==> config.mk <==
export PLATFORM = sky130hd
export DESIGN_NAME = medidor_ciclo_trabajo
export DESIGN_NICKNAME = d
export VERILOG_FILES = /design/src/rtl/medidor_ciclo_trabajo.sv
export SDC_FILE = /design/constraint.sdc
export NUM_CORES = 1
export LEC_CHECK = 0
export ABC_CLOCK_PERIOD_IN_PS = 4700
export BUFFER_PORTS_ARGS = -buffer_cell sky130_fd_sc_hd__buf_2
export CAP_MARGIN = 0
export CORE_AREA = 2 2 134 136
export DETAILED_ROUTE_END_ITERATION = 10
export DIE_AREA = 0 0 136 138
export PLACE_DENSITY = 0.64
export SLEW_MARGIN = 10
export SYNTH_ARGS = -nofsm -noshare
export SYNTH_HDL_FRONTEND = slang
export SYNTH_SLANG_ARGS = --single-unit
==> constraint.sdc <==
create_clock -name clk_100MHz -period 4.7 [get_ports clk_100MHz]
set_input_delay 0.705 -clock clk_100MHz [delete_from_list [all_inputs] [get_ports clk_100MHz]]
set_output_delay 0.705 -clock clk_100MHz [all_outputs]
set_load 0.05 [all_outputs]
==> src/rtl/medidor_ciclo_trabajo.sv <==
// PWM duty-cycle decoder: times high phase and period between rising edges, then
// divides to a 4-bit step. Optional 3-sample glitch filter: MEDIDOR_FILTRO_GLITCH_EN.
module medidor_ciclo_trabajo #(
  parameter int CNT_W      = 16,
  parameter int TIMEOUT    = 50000,
  parameter int MIN_PERIOD = 8
) (
  input  logic       clk_100MHz,
  input  logic       rst,
  input  logic       pwm_in,
  input  logic       habilitar,
  output logic [3:0] ciclo_medido,
  output logic       dato_valido,
  output logic       sin_senal,
  output logic       error_periodo,
  output logic [1:0] estado_dbg
);
  // dato_valido is a one-cycle strobe with no back-pressure: a consumer must
  // sample ciclo_medido/sin_senal/error_periodo in the cycle it is high.
  localparam int NUM_W = CNT_W + 5;
  localparam logic [CNT_W-1:0] CNT_MAX   = '1;
  localparam logic [CNT_W-1:0] CNT_UNO   = CNT_W'(1);
  localparam logic [CNT_W-1:0] TIMEOUT_C = CNT_W'(TIMEOUT);
  localparam logic [CNT_W-1:0] MIN_C     = CNT_W'(MIN_PERIOD);

  typedef enum logic [1:0] {IDLE = 2'd0, MEASURE = 2'd1, DIVIDE = 2'd2} estado_t;
  estado_t estado, estado_n;

  logic [1:0] sync_q;
  logic       s, s_d, e;

  always_ff @(posedge clk_100MHz or negedge rst) begin
    if (!rst) sync_q <= '0;
    else      sync_q <= {sync_q[0], pwm_in};
  end

`ifdef MEDIDOR_FILTRO_GLITCH_EN
  logic [1:0] filt_h;
  logic       filt_q;
  logic [2:0] filt_win;
  assign filt_win = {filt_h, sync_q[1]};
  // Level follows only a window of three equal samples, otherwise holds.
  assign s = (filt_win == 3'b111) ? 1'b1 : (filt_win == 3'b000) ? 1'b0 : filt_q;

  always_ff @(posedge clk_100MHz or negedge rst) begin
    if (!rst) begin
      filt_h <= '0;
      filt_q <= 1'b0;
    end else begin
      filt_h <= {filt_h[0], sync_q[1]};
      filt_q <= s;
    end
  end
`else
  assign s = sync_q[1];
`endif

  always_ff @(posedge clk_100MHz or negedge rst) begin
    if (!rst) s_d <= 1'b0;
    else      s_d <= s;
  end
  assign e = s & ~s_d;

  logic [CNT_W-1:0] per_cnt, alto_cnt, pend_per, pend_alto, src_per, src_alto;
  logic             pend, armado;
  logic [NUM_W-1:0] div_rem, div_sh;
  logic [4:0]       div_q, q_step;
  logic [2:0]       div_paso;
  logic             do_timeout, do_error, do_load, do_done, pend_set, pend_clr;

  function automatic logic [CNT_W-1:0] sat_inc(input logic [CNT_W-1:0] v);
    return (v == CNT_MAX) ? v : v + CNT_UNO;
  endfunction

  always_ff @(posedge clk_100MHz or negedge rst) begin
    if (!rst) estado <= IDLE;
    else      estado <= estado_n;
  end

  always_comb begin
    estado_n   = estado;
    do_timeout = 1'b0;
    do_error   = 1'b0;
    do_load    = 1'b0;
    do_done    = 1'b0;
    pend_set   = 1'b0;
    pend_clr   = 1'b0;
    // An older pending capture is served before a fresh edge.
    src_per    = pend ? pend_per : per_cnt;
    src_alto   = pend ? pend_alto : alto_cnt;
    q_step     = {div_q[3:0], (div_rem >= div_sh)};
    if (!habilitar) begin
      estado_n = IDLE;
    end else begin
      unique case (estado)
        IDLE: begin
          if (e) estado_n = MEASURE;
          else if (armado && per_cnt == TIMEOUT_C) do_timeout = 1'b1;
        end
        MEASURE: begin
          if (pend || e) begin
            pend_set = pend & e;
            pend_clr = pend & ~e;
            if (src_per < MIN_C) do_error = 1'b1;
            else begin
              do_load  = 1'b1;
              estado_n = DIVIDE;
            end
          end else if (per_cnt == TIMEOUT_C) begin
            do_timeout = 1'b1;
            estado_n   = IDLE;
          end
        end
        DIVIDE: begin
          pend_set = e;
          if (!e && per_cnt == TIMEOUT_C) begin
            do_timeout = 1'b1;
            estado_n   = IDLE;
          end else if (div_paso == 3'd4) begin
            do_done  = 1'b1;
            estado_n = MEASURE;
          end
        end
        default: estado_n = IDLE;
      endcase
    end
  end

  always_ff @(posedge clk_100MHz or negedge rst) begin
    if (!rst) begin
      per_cnt       <= '0;
      alto_cnt      <= '0;
      pend_per      <= '0;
      pend_alto     <= '0;
      pend          <= 1'b0;
      armado        <= 1'b1;
      div_rem       <= '0;
      div_sh        <= '0;
      div_q         <= '0;
      div_paso      <= '0;
      ciclo_medido  <= 4'd0;
      dato_valido   <= 1'b0;
      sin_senal     <= 1'b1;
      error_periodo <= 1'b0;
    end else begin
      dato_valido <= 1'b0;
      if (!habilitar) begin
        per_cnt  <= '0;
        alto_cnt <= '0;
        pend     <= 1'b0;
        armado   <= 1'b1;
      end else begin
        if (e) begin
          per_cnt  <= CNT_UNO;
          alto_cnt <= CNT_UNO;
        end else if (estado == IDLE) begin
          // Idle doubles as the post-reset/enable no-signal timer while armed.
          per_cnt  <= (armado && !do_timeout) ? sat_inc(per_cnt) : '0;
          alto_cnt <= '0;
        end else begin
          per_cnt <= sat_inc(per_cnt);
          if (s) alto_cnt <= sat_inc(alto_cnt);
        end
        if (e || do_timeout) armado <= 1'b0;
        if (do_timeout) pend <= 1'b0;
        else if (pend_set) begin
          pend      <= 1'b1;
          pend_per  <= per_cnt;
          pend_alto <= alto_cnt;
        end else if (pend_clr) pend <= 1'b0;
      end

      // Restoring division of (alto*16 + per/2) by per, one quotient bit per cycle.
      if (do_load) begin
        div_rem  <= {1'b0, src_alto, 4'b0000} + {6'b000000, src_per[CNT_W-1:1]};
        div_sh   <= {1'b0, src_per, 4'b0000};
        div_q    <= '0;
        div_paso <= '0;
      end else if (estado == DIVIDE) begin
        if (div_rem >= div_sh) div_rem <= div_rem - div_sh;
        div_q    <= q_step;
        div_sh   <= div_sh >> 1;
        div_paso <= div_paso + 3'd1;
      end

      if (do_done) begin
        ciclo_medido  <= q_step[4] ? 4'hF : q_step[3:0];
        error_periodo <= 1'b0;
        sin_senal     <= 1'b0;
        dato_valido   <= 1'b1;
      end
      if (do_error) begin
        error_periodo <= 1'b1;
        dato_valido   <= 1'b1;
      end
      if (do_timeout) begin
        sin_senal    <= 1'b1;
        ciclo_medido <= {4{s}};
        dato_valido  <= 1'b1;
      end
    end
  end

  assign estado_dbg = estado;

endmodule

==> out/summary.txt, run 1 <==
Fin crit share -> 73.51%
Clk buf depth -> 2
Cell taking the most area after synthesis -> dfrtp_1
Drt total wl -> 17,390 um
Clk Latency, worst-skew pair -> 420 ps
Fin. Hold Viols -> 0
Post-detail-place hpwl -> 12,470 um
Hold slack -> 101.6 ps
Slew HR -> 39.12%
Cells after synthesis -> 816
DRT Pass-1 Iters -> 4
# DRC -> 0
CORE AREA -> 0.01753 mm^2
Worst-Margin Slew -> 913.2 ps
Leak Pwr -> 0.003941 uW
Syn Std Cell Area -> 0.007797 mm^2
Die ar. -> 0.01877 mm^2
Placed inst area -> 0.008048 mm^2
Yosys cell types -> 67
Critical path's most frequent cell -> a21o_1
HP Class -> input port to async pin
Syn nets -> 862
Total Routing Usage GR -> 19.82%
Worst vdd ir -> 269.6 uV
FFs w/ async S/R, synth -> 100.0%
Commonest register cell after synthesis -> dfrtp_1
Type of the worst setup path -> register to register
Cell Count, Final, Fillers Out -> 1,061
RSZ-0062 raised after global routing -> no
Pins Over Slew Limit -> 0
Reg area -> 0.003156 mm^2
Tmin final -> 3455 ps
Total congestion overflow -> 0
Crit path max-delay cell type -> dfrtp_1
DR vias -> 5,839
Share of cells above drive strength 1 -> 14.30%
Avg Cell Area, Syn -> 9.556 um^2
Post-Place Cells -> 1,029
Sequential-to-total area share from yosys stat -> 40.47%
Post-route ant nets -> 0
Root Driver -> clkbuf_16
H-tree depth -> 4
Antenna diodes -> 0
Pwr Density -> 302.1 mW/mm^2
Area of the multi-input gates -> 0.004332 mm^2
R2R depth -> 12
Num CTS Buffers -> 17
Ports -> 13
Yosys top cell area share -> 39.79%
Post-CTS Hold Buffers -> 0
Clock Pin Slew Worst Setup and Hold Paths -> 60 ps
Design area -> 0.008594 mm^2
Post-CTS Setup Inserts -> 0
Buffers plus inverters on the worst setup path -> 1
Leading cell types by count after synthesis -> dfrtp_1, nand2_1, nor2_1
Yosys reg bits -> 126
GP Congestion -> 0.8439
Die span in y -> 138 um
Vias per cell -> 5.503
Final nets -> 865
Count leader, synth -> dfrtp_1
WP data arrival -> 3720 ps
Die width -> 136 um
Ys Warns -> 0
Initial core utilization -> 44.47%
CP startpoint kind -> register
Vias in the first global route -> 5,815
EDFF count, synth -> 0
Skew final -> 18.15 ps
Status -> finished, final reports clean
CP required -> 4970 ps
Worst-path cell chain -> buf_4 > mux2_2 > ha_1 > fa_1 > a21o_1 > a311oi_1 > o21ai_0 > a41o_1 > a21o_1 > nand2_1 > xor2_1 > a21boi_1
First-pass GRT wire length -> 29,510 um
Area delta synth->final -> 10.22%
Final-layout fill cell count -> 1,687
Final Setup Violations -> 0
CTS Sinks -> 126
Initial antenna violation count -> 0
Synth top area cells -> dfrtp_1, mux2_2, ha_1, mux2i_1, o21ai_0
Crit-path max FO -> 19
Std cell rows -> 49
Wire per inst -> 16.39 um
Largest net degree at the start of global routing -> 122
Number of DRC markers in iteration 0 -> 398
Worst setup EP type -> register
CTS tree -> built
Max_cap viols -> 0
Post_cts resized -> 0
Crit-path max cell delay -> 550 ps
CP top delay family -> compound AO/OA/AOI/OAI gates
F_max -> 289.4 MHz
IO Port Bufs -> 12
WP depth -> 12
Total Negative Setup Slacks -> 0 ps
==> final timing paths <==
path	start	end	slack, ps
worst max-delay path	pend$_DFFE_PN0P_	div_rem[18]$_DFFE_PN0P_	1250
worst min-delay path	rst	div_sh[1]$_DFFE_PN0P_	100
worst max register to register	pend$_DFFE_PN0P_	div_rem[18]$_DFFE_PN0P_	1250
worst min register to register	sync_q[0]$_DFF_PN0_	sync_q[1]$_DFF_PN0_	350
max in group asynchronous	rst	alto_cnt[3]$_DFFE_PN0P_	3760
min in group clk_100MHz	sync_q[0]$_DFF_PN0_	sync_q[1]$_DFF_PN0_	350
==> worst reg2reg max path, cell delays in order (launching register included) <==
cell and delay [ps]:
dfrtp_1 550, buf_4 330, mux2_2 380, ha_1 230, fa_1 410, a21o_1 200
a311oi_1 350, o21ai_0 130, a41o_1 250, a21o_1 210, nand2_1 70, xor2_1 140
a21boi_1 80
==> cell families (layout without fill, tap and decap cells) <==
family / Yosys count / after routing / synth area share, %
compound gates: 182 / 182 / 15.21
fa+ha+maj: 42 / 42 / 6.932
simple gates: 261 / 261 / 16.37
buf+inv: 75 / 91 / 4.108
flops: 126 / 126 / 40.47
mux: 87 / 87 / 12.08
xor+xnor: 43 / 43 / 4.830
==> per-layer routing <==
layer / vias up / GRT usage, % / routed length, um
met4: 0 / 6.414 / 243
met2: 63 / 30.92 / 8111
met5: - / 0 / 0
li1: 2914 / - / -
met1: 2848 / 28.05 / 8659
met3: 14 / 3.410 / 376
==> registers in the layout, summed over array words and instances (netlist names) <==
| register | cells |
|---|---|
| alto_cnt | 16 |
| armado | 1 |
| ciclo_medido | 4 |
| dato_valido | 1 |
| div_paso | 3 |
| div_q | 4 |
| div_rem | 21 |
| div_sh | 20 |
| error_periodo | 1 |
| estado_dbg | 2 |
| pend | 1 |
| pend_alto | 16 |
| pend_per | 16 |
| per_cnt | 16 |
| s_d | 1 |
| sin_senal | 1 |
| sync_q | 2 |
==> final cells by class <==
class | count | share of cell area [%]
clock buffers | 22 | 5.634
clock inverters | 10 | 0.7279
repair buffers | 18 | 1.398
well taps | 229 | 3.334
multi-input cells | 615 | 50.40
flip-flops and latches | 126 | 36.72
inverters | 41 | 1.791
==> power by group <==
group          switching, uW  leakage (uW)  internal [uW]
logic                    181       0.00218           90.5
clock network            478      0.000272            725
registers               17.9       0.00149           1100
==> layout by cell type, fill, tap and decap left out, types with 3 or more instances in the layout <==
cell type	instances
dfrtp_1	124
nand2_1	74
nor2_1	67
o21ai_0	56
a21oi_1	50
mux2_2	49
inv_1	41
ha_1	39
mux2i_1	36
nand3_1	32
xor2_1	23
xnor2_1	20
clkbuf_16	17
nor3_1	13
nand4_1	11
buf_2	11
nor2b_1	10
a211oi_1	10
or3_1	9
and3_1	8
a21o_1	8
o211a_1	8
and2_1	7
o21a_1	7
nand2b_1	6
a31oi_1	6
o31a_1	6
clkinv_2	6
buf_4	6
or2_2	4
a211o_1	4
clkbuf_8	4
nor3b_1	3
o31ai_1	3
==> stage by stage <==
step	total power [uW]	setup WS (ps)	utilization [%]
CTS	2622	1218	49.02
floorplan	1327	1097	-
detailed placement	1410	1230	45.90
global route	2706	988.9	49.02
finish	2596	1245	49.02
global placement	1410	1283	45.90
(Power assumes the default switching activity.)
==> run 2, diff against run 1 <==
- ABC_CLOCK_PERIOD_IN_PS: 4700 -> 2970
- PLACE_DENSITY: 0.64 -> 0.67
- clock period: 4.7 -> 2.97 ns (I/O delays scaled with it)
==> run 2 against run 1 <==
Sequential cell count is the same. Cell area up 6.3%. Critical path depth unchanged. Clock skew decreased by 12 ps. Critical endpoint unchanged. Largest power group unchanged. Highest routed layer unchanged.
==> out/summary.txt, run 2 (synthesized netlist as in run 1, its figures left out) <==
Status -> finished, final reports clean
Antenna diodes -> 0
Design area -> 0.009136 mm^2
Drt total wl -> 18,440 um
Pwr Density -> 480.2 mW/mm^2
Wire per inst -> 16.64 um
Max FFs per register -> 21
Crit-path max FO -> 18
Root Driver -> clkbuf_16
Vias in the first global route -> 6,073
Total congestion overflow -> 0
# DRC -> 0
Vias per cell -> 5.582
Worst-Margin Slew -> 1173 ps
Fin crit share -> 97.42%
Cell Count, Final, Fillers Out -> 1,108
Die width -> 136 um
Final nets -> 912
DR vias -> 6,185
IO Port Bufs -> 12
Reg with most FFs -> div_rem
Placed inst area -> 0.008411 mm^2
Post-route ant nets -> 0
Switching Share -> 25.37%
Final Setup Violations -> 0
Fin. Hold Viols -> 0
Post-Place Cells -> 1,070
HP Class -> input port to async pin
Die span in y -> 138 um
Total Negative Setup Slacks -> 0 ps
Tmin final -> 2893 ps
Area delta synth->final -> 17.17%
RSZ-0062 raised after global routing -> yes
CTS tree -> built
Max_cap viols -> 0
DRT Pass-1 Iters -> 4
Worst vdd ir -> 339.1 uV
Clk buf depth -> 2
H-tree depth -> 4
Most common cell after layout, fill and taps aside -> dfrtp_1
CTS Sinks -> 126
GP Congestion -> 0.8799
Clock power share -> 48.3%
Ports -> 13
Slew HR -> 21.60%
Initial core utilization -> 44.47%
Type of the worst setup path -> register to register
Number of DRC markers in iteration 0 -> 405
Pins Over Slew Limit -> 0
Die ar. -> 0.01877 mm^2
Worst setup EP type -> register
WP data arrival -> 3140 ps
Clk Latency, worst-skew pair -> 420 ps
Share of cells above drive strength 1 -> 20.48%
Post-CTS Hold Buffers -> 0
Num CTS Buffers -> 17
Most frequent cells in the layout -> dfrtp_1, nand2_1, nor2_1
Total Routing Usage GR -> 20.76%
CORE AREA -> 0.01753 mm^2
Switching power -> 1113 uW
Internal power -> 3274 uW
Initial antenna violation count -> 0
F_max -> 345.6 MHz
Skew final -> 6.436 ps
Part of the power in combinational logic -> 11.3%
CP startpoint kind -> register
Leak Pwr -> 0.004217 uW
Clock Pin Slew Worst Setup and Hold Paths -> 60 ps
Largest net degree at the start of global routing -> 57
Post-detail-place hpwl -> 13,430 um
First-pass GRT wire length -> 31,060 um
R2R depth -> 12
Std cell rows -> 49
Regs by FF count -> div_rem (21), div_sh (20)
CP required -> 3220 ps
Seq pwr share -> 40.3%
## run 2: changes by cell type in the layout (fill, tap and decap cells not counted), sizes merged
cell | before | now
buf | 18 | 65
clkinv | 7 | 3
inv | 42 | 43
clkinvlp | 2 | 5
clkbuf | 22 | 19
bufinv | 0 | 3
## run 2: per-stage QoR
step           total power, uW  worst slack [ps]  utilization [%]  hold slack (ps)
3_3_place_gp              2283             103.3            47.97            332.9
6_report                  4387             76.55            52.11            4.801
5_1_grt                   4550            -110.4            52.11            52.15
2_1_floorplan             2103            -21.82                -            149.9
4_1_cts                   4405             4.484            51.43            25.37
3_5_place_dp              2286             15.25            47.97            336.4
## run 2: repair_timing
action | in CTS | in global routing
pin swaps | 1 | 4
resized for setup | 0 | 14
setup buffers | 0 | 6
setup endpoints to repair | 1 | 14
## run 2: final cells by class
class / instances / area, um^2
fillers: 1612 / 8398
multi-input cells: 615 / 4423
flip-flops and latches: 126 / 3156
repair buffers: 65 / 510.5
clock buffers: 19 / 442.9
well taps: 229 / 286.5
clock inverters: 13 / 163.9
inverters: 41 / 153.9
## run 2: power groups by stage
stage	Sequential, uW	Combinational (uW)	Clock [uW]
CTS	1770	492	2140
finish	1770	497	2120
floorplan	1830	272	0
global placement	1800	484	0
detailed placement	1800	487	0
global route	1770	546	2230
## run 2: path summary, 6_finish.rpt
check | startpoint | endpoint | slack, ps
hold reg to reg | sync_q[0]$_DFF_PN0_ | sync_q[1]$_DFF_PN0_ | 350
setup / recovery | pend$_DFFE_PN0P_ | div_rem[18]$_DFFE_PN0P_ | 80
hold / removal | rst | div_rem[14]$_DFFE_PN0P_ | 5
max in group asynchronous | rst | sin_senal$_DFFE_PN1P_ | 2080
setup reg to reg | pend$_DFFE_PN0P_ | div_rem[18]$_DFFE_PN0P_ | 80
min in group clk_100MHz | pwm_in | sync_q[0]$_DFF_PN0_ | 130
## run 2: worst max-delay path, stage by stage (launching register included)
cell	delay [ps]
dfrtp_1	410
buf_12	180
mux2_4	320
ha_4	170
fa_2	340
a21o_1	220
a311oi_2	240
o21ai_1	100
a41o_1	210
a21o_1	190
nand2_1	80
xor2_1	170
a21boi_1	80
## run 2: routing by layer
layer  vias up  wire length (um)  track usage [%]  share of wire (%)
met5         -                 0                0                  0
met4         0               328            6.908                1.8
met3        21               589            3.227                3.2
met2       117              8762            32.77                 48
met1      3046              8757            29.18                 47
li1       3001                 -                -                  -
==> run 3, diff against run 2 <==
- CAP_MARGIN: 0 -> not set
- CELL_PAD_IN_SITES_DETAIL_PLACEMENT: not set -> 0
- CELL_PAD_IN_SITES_GLOBAL_PLACEMENT: not set -> 1
- CORE_AREA: 2 2 134 136 -> 2 2 135 137
- DIE_AREA: 0 0 136 138 -> 0 0 137 139
- PLACE_DENSITY: 0.67 -> 0.79
==> run 3 against run 2 <==
First-iteration DRC count fell by 25%. Clock skew up 2.3 ps. Via count shrank 3.1%. Largest cell class unchanged. Sequential cell count unchanged. Non-clock buffer count grew 1. Sequential power about the same. Utilization is 0.58 points lower. Critical path type unchanged. Clock power fell by 2%. Sequential share of layout area rose by 0.16 points. Critical endpoint unchanged.
==> out/summary.txt, run 3 (synthesized netlist as in run 1, its figures left out) <==
Ports -> 13
Max FFs per register -> 21
Number of DRC markers in iteration 0 -> 304
GR Layer Usage met2 -> 29.51%
Root Driver -> clkbuf_16
Antenna diodes -> 0
Vias per cell -> 5.402
Total congestion overflow -> 0
GP Congestion -> 0.8209
Skew final -> 8.763 ps
Fin util -> 51.52%
Die width -> 137 um
Most frequent cells in the layout -> dfrtp_1, nand2_1, nor2_1
Num CTS Buffers -> 17
# DRC -> 0
Design area -> 0.009097 mm^2
Leak Pwr -> 0.004201 uW
M3 GR Usage -> 4.276%
DRT Pass-1 Iters -> 5
Slew HR -> 22.82%
Die ar. -> 0.01904 mm^2
Gr busiest metal -> met1
WP data arrival -> 3130 ps
Most common cell after layout, fill and taps aside -> dfrtp_1
H-tree depth -> 4
HP Class -> input port to register
Fin crit share -> 97.19%
Placed inst area -> 0.008413 mm^2
Clk Latency, worst-skew pair -> 430 ps
Post-Place Cells -> 1,072
Clock Pin Slew Worst Setup and Hold Paths -> 60 ps
Status -> finished, final reports clean
Worst r2r src -> pend$_DFFE_PN0P_
CTS tree -> built
RSZ-0062 raised after global routing -> yes
Crit-path max cell delay -> 430 ps
Pins Over Slew Limit -> 0
Share of cells above drive strength 1 -> 20.23%
Part of the power in combinational logic -> 11.3%
DR vias -> 5,991
Hold slack -> 124.2 ps
Origin of the worst setup path -> pend$_DFFE_PN0P_
F_max -> 346.4 MHz
CP top delay family -> compound AO/OA/AOI/OAI gates
Max_cap viols -> 0
Fin. Hold Viols -> 0
Initial antenna violation count -> 0
CP required -> 3220 ps
Reg2Reg Setup Slack -> 80 ps
Largest net degree at the start of global routing -> 59
Switching Share -> 25.49%
Std cell rows -> 49
Crit path max-delay cell type -> dfrtp_2
Cell Count, Final, Fillers Out -> 1,109
CP startpoint kind -> register
Post-route ant nets -> 0
Buffers plus inverters on the worst setup path -> 3
Internal power -> 3223 uW
Worst-Margin Slew -> 1155 ps
Reg with most FFs -> div_rem
Pre-CTS setup slack -> 25.35 ps
Regs by FF count -> div_rem (21), div_sh (20)
Final Setup Violations -> 0
Die span in y -> 139 um
Total Routing Usage GR -> 20.65%
Area delta synth->final -> 16.67%
Clock power share -> 47.8%
Worst setup EP type -> register
Initial core utilization -> 44.16%
Vias in the first global route -> 5,800
Clk buf depth -> 2
Seq pwr share -> 40.9%
Wire per inst -> 16.53 um
Worst Min Path Start -> pwm_in
Grt met1 use -> 31.16%
Pwr Density -> 475.5 mW/mm^2
IO Port Bufs -> 12
Tmin final -> 2886 ps
Post-detail-place hpwl -> 13,450 um
CTS Sinks -> 126
Worst-path cell chain -> buf_4 > clkbuf_16 > mux2i_1 > inv_1 > ha_1 > or2_2 > a311oi_2 > o21ai_1 > a41o_1 > a21o_1 > nand2_1 > xor2_1 > a21boi_1
Final nets -> 913
Worst vdd ir -> 403.3 uV
CORE AREA -> 0.01766 mm^2
Final-layout fill cell count -> 1,634
Switching power -> 1103 uW
Final setup margin -> 83.53 ps
Type of the worst setup path -> register to register
First-pass GRT wire length -> 30,610 um
Crit-path max FO -> 10
Drt total wl -> 18,340 um
[run 3: what timing repair did]
action	4_1_cts	5_1_grt
setup endpoints to repair	0	22
setup buffers	0	3
hold buffers	1	0
resized for setup	0	10
hold endpoints to repair	34	0
[run 3: cell type report]
cell class	count	area (um^2)	area share (%)
clock buffer	21	470.5	5.171
clock inverter	11	115.1	1.265
inverter	41	153.9	1.692
multi-input combinational	615	4402	48.38
sequential	126	3157	34.70
tap	229	286.5	3.149
timing repair buffer	66	513.0	5.639
[run 3: metal layers]
layer	wire, um	vias to the layer above
met1	9481	2868
li1	-	3009
met2	7996	89
met5	0	-
met3	560	25
met4	298	0
[run 3: through the flow]
stage / total power (uW) / setup TNS [ps]
after floorplan: 2103 / -29.67
after CTS: 4343 / 0
after global routing: 4497 / -78.66
after detailed placement: 2280 / 0
final: 4326 / 0
after global placement: 2284 / 0
[run 3: worst reg2reg max path: cells and delay by family, from the launching register on]
family	cells	cell delay, ps
xor gates and xnor gates	1	150
DFF	1	430
adders and majority gates	1	270
AOI/OAI and AO/OA	5	800
and+or+nand+nor	2	370
muxes	1	280
buffers and inverters	3	410
[run 3: path summary, 6_finish.rpt]
check,to,depth (start not counted)
worst max-delay path,div_rem[18]$_DFFE_PN0P_,13
worst min-delay path,sync_q[0]$_DFF_PN0_,1
worst max register to register,div_rem[18]$_DFFE_PN0P_,13
worst min register to register,sync_q[1]$_DFF_PN0_,0
max in group asynchronous,per_cnt[3]$_DFF_PN0_,3
min in group asynchronous,alto_cnt[11]$_DFFE_PN0P_,2
[run 3: power groups by stage]
stage               Sequential (uW)  Combinational, uW  Clock [uW]
global route                   1770                549        2170
floorplan                      1830                272           0
finish                         1770                489        2070
CTS                            1770                484        2090
global placement               1800                483           0
detailed placement             1800                480           0
